$ cat src/rtl/booth_dot_acc.sv
`default_nettype none
// ============================================================================
// Module   : booth_dot_acc
// Purpose  : Dot-product accumulation stage fed by the Booth multiplier.
//            Accepts a programmed number of signed products over a
//            valid/ready handshake and sums them into a wide two's-complement
//            accumulator that saturates instead of wrapping. When the count
//            is reached, the result is offered on an output handshake.
// Revision : 1.0 - initial release
// ----------------------------------------------------------------------------
// Ports
//   clk          in   1      rising-edge clock
//   rst_n        in   1      asynchronous active-low reset
//   start_i      in   1      begin a run (only looked at in IDLE)
//   len_i        in   LEN_W  number of products in the run, taken with start_i
//   p_valid_i    in   1      product available
//   p_ready_o    out  1      product accepted this cycle when p_valid_i high
//   p_data_i     in   PW     signed product
//   acc_valid_o  out  1      result available
//   acc_ready_i  in   1      downstream takes the result
//   acc_data_o   out  AW     signed accumulated result
//   ovf_o        out  1      saturation seen in the current or last run
//   busy_o       out  1      a run is in progress or its result is pending
// ============================================================================
module booth_dot_acc #(
    parameter int N     = 16,
    parameter int PW    = 2 * (N + 1),
    parameter int AW    = PW + 8,
    parameter int LEN_W = 8
) (
    input  logic             clk,
    input  logic             rst_n,
    input  logic             start_i,
    input  logic [LEN_W-1:0] len_i,
    input  logic             p_valid_i,
    output logic             p_ready_o,
    input  logic [PW-1:0]    p_data_i,
    output logic             acc_valid_o,
    input  logic             acc_ready_i,
    output logic [AW-1:0]    acc_data_o,
    output logic             ovf_o,
    output logic             busy_o
);

    typedef enum logic [1:0] {
        S_IDLE = 2'd0,
        S_ACC  = 2'd1,
        S_DONE = 2'd2
    } state_t;

    localparam logic [AW-1:0] C_ACC_MAX = {1'b0, {(AW-1){1'b1}}};
    localparam logic [AW-1:0] C_ACC_MIN = {1'b1, {(AW-1){1'b0}}};

    state_t           state_q, state_d;
    logic [AW-1:0]    acc_q,   acc_d;
    logic [LEN_W-1:0] cnt_q,   cnt_d;
    logic             ovf_q,   ovf_d;

    // One guard bit above the accumulator: the true sum of two in-range
    // values always fits, so overflow shows up as the top two bits differing.
    logic [AW:0]      w_sum;
    logic             w_sat_hit;
    logic [AW-1:0]    w_sat;

    assign w_sum     = {acc_q[AW-1], acc_q}
                     + {{(AW + 1 - PW){p_data_i[PW-1]}}, p_data_i};
    assign w_sat_hit = w_sum[AW] ^ w_sum[AW-1];
    // Guard bit carries the true sign: 0 means positive overflow.
    assign w_sat     = !w_sat_hit  ? w_sum[AW-1:0] :
                       !w_sum[AW]  ? C_ACC_MAX     : C_ACC_MIN;

    always_comb begin
        state_d = state_q;
        acc_d   = acc_q;
        cnt_d   = cnt_q;
        ovf_d   = ovf_q;
        case (state_q)
            S_IDLE: begin
                if (start_i) begin
                    acc_d = '0;
                    ovf_d = 1'b0;
                    if (len_i != '0) begin
                        cnt_d   = len_i;
                        state_d = S_ACC;
                    end else begin
                        state_d = S_DONE;
                    end
                end
            end
            S_ACC: begin
                // p_ready is high throughout ACC, so p_valid alone marks a handshake.
                if (p_valid_i) begin
                    acc_d = w_sat;
                    if (w_sat_hit) begin
                        ovf_d = 1'b1;
                    end
                    cnt_d = cnt_q - LEN_W'(1);
                    if (cnt_q == LEN_W'(1)) begin
                        state_d = S_DONE;
                    end
                end
            end
            S_DONE: begin
                if (acc_ready_i) begin
                    state_d = S_IDLE;
                end
            end
            default: begin
                state_d = S_IDLE;
            end
        endcase
    end

    always_ff @(posedge clk or negedge rst_n) begin
        if (!rst_n) begin
            state_q <= S_IDLE;
            acc_q   <= '0;
            cnt_q   <= '0;
            ovf_q   <= 1'b0;
        end else begin
            state_q <= state_d;
            acc_q   <= acc_d;
            cnt_q   <= cnt_d;
            ovf_q   <= ovf_d;
        end
    end

    // Every output is a decode of registered state, never of an input.
    assign p_ready_o   = (state_q == S_ACC);
    assign acc_valid_o = (state_q == S_DONE);
    assign busy_o      = (state_q != S_IDLE);
    assign acc_data_o  = acc_q;
    assign ovf_o       = ovf_q;

endmodule
`default_nettype wire

$ cat config.mk
export PLATFORM = sky130hd
export DESIGN_NAME = booth_dot_acc
export DESIGN_NICKNAME = d
export VERILOG_FILES = /design/src/rtl/booth_dot_acc.sv
export SDC_FILE = /design/constraint.sdc
export NUM_CORES = 1
export LEC_CHECK = 0
export CAP_MARGIN = 0
export CORE_ASPECT_RATIO = 2
export CORE_MARGIN = 5
export CORE_UTILIZATION = 45
export CTS_CLUSTER_DIAMETER = 40
export DETAILED_ROUTE_END_ITERATION = 16
export PLACE_DENSITY_LB_ADDON = 0.25
export SLEW_MARGIN = 10
export SYNTH_ARGS = -nofsm -noshare
export SYNTH_HDL_FRONTEND = slang
export SYNTH_SLANG_ARGS = --single-unit
$ cat constraint.sdc
create_clock -name clk -period 2.8 [get_ports clk]
set_input_delay 0.42 -clock clk [delete_from_list [all_inputs] [get_ports clk]]
set_output_delay 0.42 -clock clk [all_outputs]
set_load 0.03 [all_outputs]
==> results.md <==
* Status: finished, violations left
* Failing checks: setup timing
* Cell count after synthesis at 527
* Met1 wire length at 6030 um
* Worst EP required at 2.98 ns
* Worst-path cell chain: ha_4 > inv_2 > fa_2 > nand2b_4 > a21oi_4 > o211ai_1 > nand3_2 > a21oi_4 > o211a_4 > o2111a_1 > a211o_1 > and2_4 > buf_12 > a311o_1
* Crit path DAT at 3.36 ns
* Clk sink count at 53
* Drt wl/cell at 18.9 um
* Post-synth cell types at 67
* Pleak at 3.51 nW
* Die Wd at 81.8 um
* Die Height at 154 um
* Routed via count at 5,414
* # IOs at 93
* Area Overhead vs Synth at 68.5%
* Core area at 0.0101 sq mm
* Hold Path Class: input pin to asynchronous set/reset pin
* Top Metal Used: met4
* Max_slew headroom at 37.7%
* Slowest stage delay, CP at 0.40 ns
* Vias in the first global route at 5,876
* GPL Wtd Cong at 0.970
* Kind of critical path: flop to flop
* Maximum vdd drop at 0.648 mV
* Final Cycle Share at 114%
* DRT Wirelength at 17,300 um
* Maximum number of pins on one net before global-route repair at 37
* Pwr Total at 0.00900 W
* Fin. Hold Viols at 0
* Post-DP HPWL at 12,400 um
* Seq/Total Area, Yosys at 28.6%
* Post-synthesis async set-or-reset flop share at 100%
* Initial core utilization at 45.9%
* Layout Nets at 875
* Synth top area share at 28.6%
* Slew Limit Fails at 0
* DR vias/cell at 5.89
* Mapped Area at 0.00463 sq mm
* Final hold slack at 0.253 ns
* Fillers at 676
* CTS tree: built
* Ranking of synthesized cells by area: dfrtp_1 (29%), ha_1 (12%), a221o_1 (8.4%), a21oi_1 (5.8%), xnor2_1 (4.5%)
* CTS H-tree lvls at 2
* Worst Skew at 0.00807 ns
* Total grt overflow at 0
* Final design utilization at 77.4%
* Max-cap viol count at 0
* Clock share of power at 7.1%
* Syn Nets at 619
* Critical path endpoint category: flop
* GR Util All Layers at 27.8%
* Total CTS buffers at 5
* Sw frac at 44.9%
* Slowest-stage cell, CP: dfrtp_2
* Row count at 52
* Combinational group share of total power at 76.9%
* Max Clk Rate at 315 MHz
* Metal3 WL at 737 um
* FF/Latch Area at 0.00134 sq mm
* Reg clk slew, reported paths at 0.08 ns
* Full die area at 0.0125 sq mm
* Top_reg_cell synth: dfrtp_1
* Critical path startpoint category: flop
* Design area at 0.00781 sq mm
* PortBufs at 92
* Multi-input logic area at 0.00371 sq mm
* Antenna diodes at 0
* First-pass GRT wire length at 27,500 um
* Initial antenna violation count at 0
* Clock period minus final worst setup slack at 3.18 ns
* Placement Cell Area at 0.00699 sq mm
* Wire length on met2 at 9630 um
* Pint at 0.00496 W
* Seq cells post-synth at 53
* Top cell by count, worst path: a21oi_4
* DR iter-0 viols at 286
* Maximum root-to-sink buffer count at 2
* Share of layout cells above drive strength 1 at 37.9%
* Yosys warns at 0
* Worst skew pair latency at 0.30 ns
* Largest area contributor in the netlist: dfrtp_1
* RSZ-0062 raised after global routing: yes
* DRT antenna net count at 0
* Pwr/cell area at 1150 mW/mm^2
* Worst Slack Setup Final at -0.379 ns
* Final setup vio count at 42
* Commonest non-fill, non-tap cell in the layout: buf_4
* Seq pwr share at 16.0%
* Psw at 0.00404 W
* Clock root buffer master: clkbuf_16
* DR DRC count at 0
* Post-synth EDFFs at 0
* Most frequent cells in the layout: buf_4 (177), clkdlybuf4s50_1 (66), dfrtp_1 (45)
* Worst-margin pin slew at 0.935 ns
* Dpl ws at -0.929 ns
* Synthesized area per cell at 8.79 sq um
* CP Max Fanout at 8
* TritonRoute pass-1 iters at 4
==> state kept, by name, summed over array words and instances, names as in the netlist <==
signal and flops:
cnt_q 8, state_q 2, acc_data_o 42, ovf_o 1
==> worst paths after layout <==
check                                    from              to  slack, ns  cells past startpoint
worst max-delay path            acc_data_o[0]  acc_data_o[39]      -0.38                     14
worst min-delay path                    rst_n  acc_data_o[10]       0.25                      1
worst max register to register  acc_data_o[0]  acc_data_o[39]      -0.38                     14
worst min register to register       cnt_q[6]        cnt_q[6]       0.55                      1
max in group asynchronous               rst_n  acc_data_o[22]       1.83                      2
min in group clk                     cnt_q[6]        cnt_q[6]       0.55                      1
==> worst max-delay path, delay by kind of cell, from the launching register on <==
| family | cells | cell delay, ns |
|---|---|---|
| flip-flops | 1 | 0.40 |
| AND/OR/NAND/NOR | 3 | 0.52 |
| AO/OA/AOI/OAI | 7 | 1.46 |
| adder cells (fa/ha/maj) | 2 | 0.48 |
| buffers and inverters | 2 | 0.20 |
==> stage by stage <==
step           TNS, ns  std cells
2_1_floorplan   -11.73        527
3_3_place_gp    -33.49        896
6_report        -12.69        919
5_1_grt         -16.41        919
4_1_cts         -11.29        919
3_5_place_dp    -37.79        896
==> layout make-up <==
cell class                      instances  area share [%]
Inverter                               22            1.06
Clock inverter                          2           0.128
Sequential cell                        53            17.1
Timing Repair Buffer                  277            30.4
Clock buffer                            6            1.65
Multi-Input combinational cell        424            47.5
Tap cell                              135            2.16
==> repair_timing <==
item                       4_1_cts  5_1_grt
hold buffers                     0        0
setup buffers                   14        0
gates resized for setup        105       13
cloned                           3        0
pin swaps                       43        9
setup endpoints to repair       42       42
==> cells by family after synthesis <==
group,share of synthesized area (%)
AOI/OAI and AO/OA,31.7
and+or+nand+nor,14.4
DFF,28.6
buffers and inverters,5.32
adders and majority gates,12.3
xor gates and xnor gates,7.18
muxes,0.432
==> cells in the mapped netlist, drive strengths merged (6+ instances only) <==
master,instances
a21oi,56
dfrtp,53
ha,44
a221o,39
o21ai,37
nor2,36
nand2,34
xnor2,24
inv,22
a21o,17
clkbuf,15
nand3,15
xor2,14
buf,13
nor3,12
nor2b,8
a31oi,6
==> power by group through the flow <==
stage / combinational (W) / sequential (W) / clock, W
after floorplan: 0.00300 / 0.00187 / 0
after global placement: 0.00596 / 0.00136 / 0
after detailed placement: 0.00612 / 0.00138 / 0
after CTS: 0.00674 / 0.00143 / 0.000647
after global routing: 0.00739 / 0.00148 / 0.000678
final: 0.00692 / 0.00144 / 0.000639
==> layer usage <==
| metal | track usage (%) | up-vias |
|---|---|---|
| met1 | 28.0 | 2611 |
| li1 | - | 2516 |
| met2 | 52.5 | 207 |
| met5 | 0 | - |
| met4 | 15.8 | 0 |
| met3 | 2.93 | 80 |
Note: power is estimated with default switching activity, not from simulation.
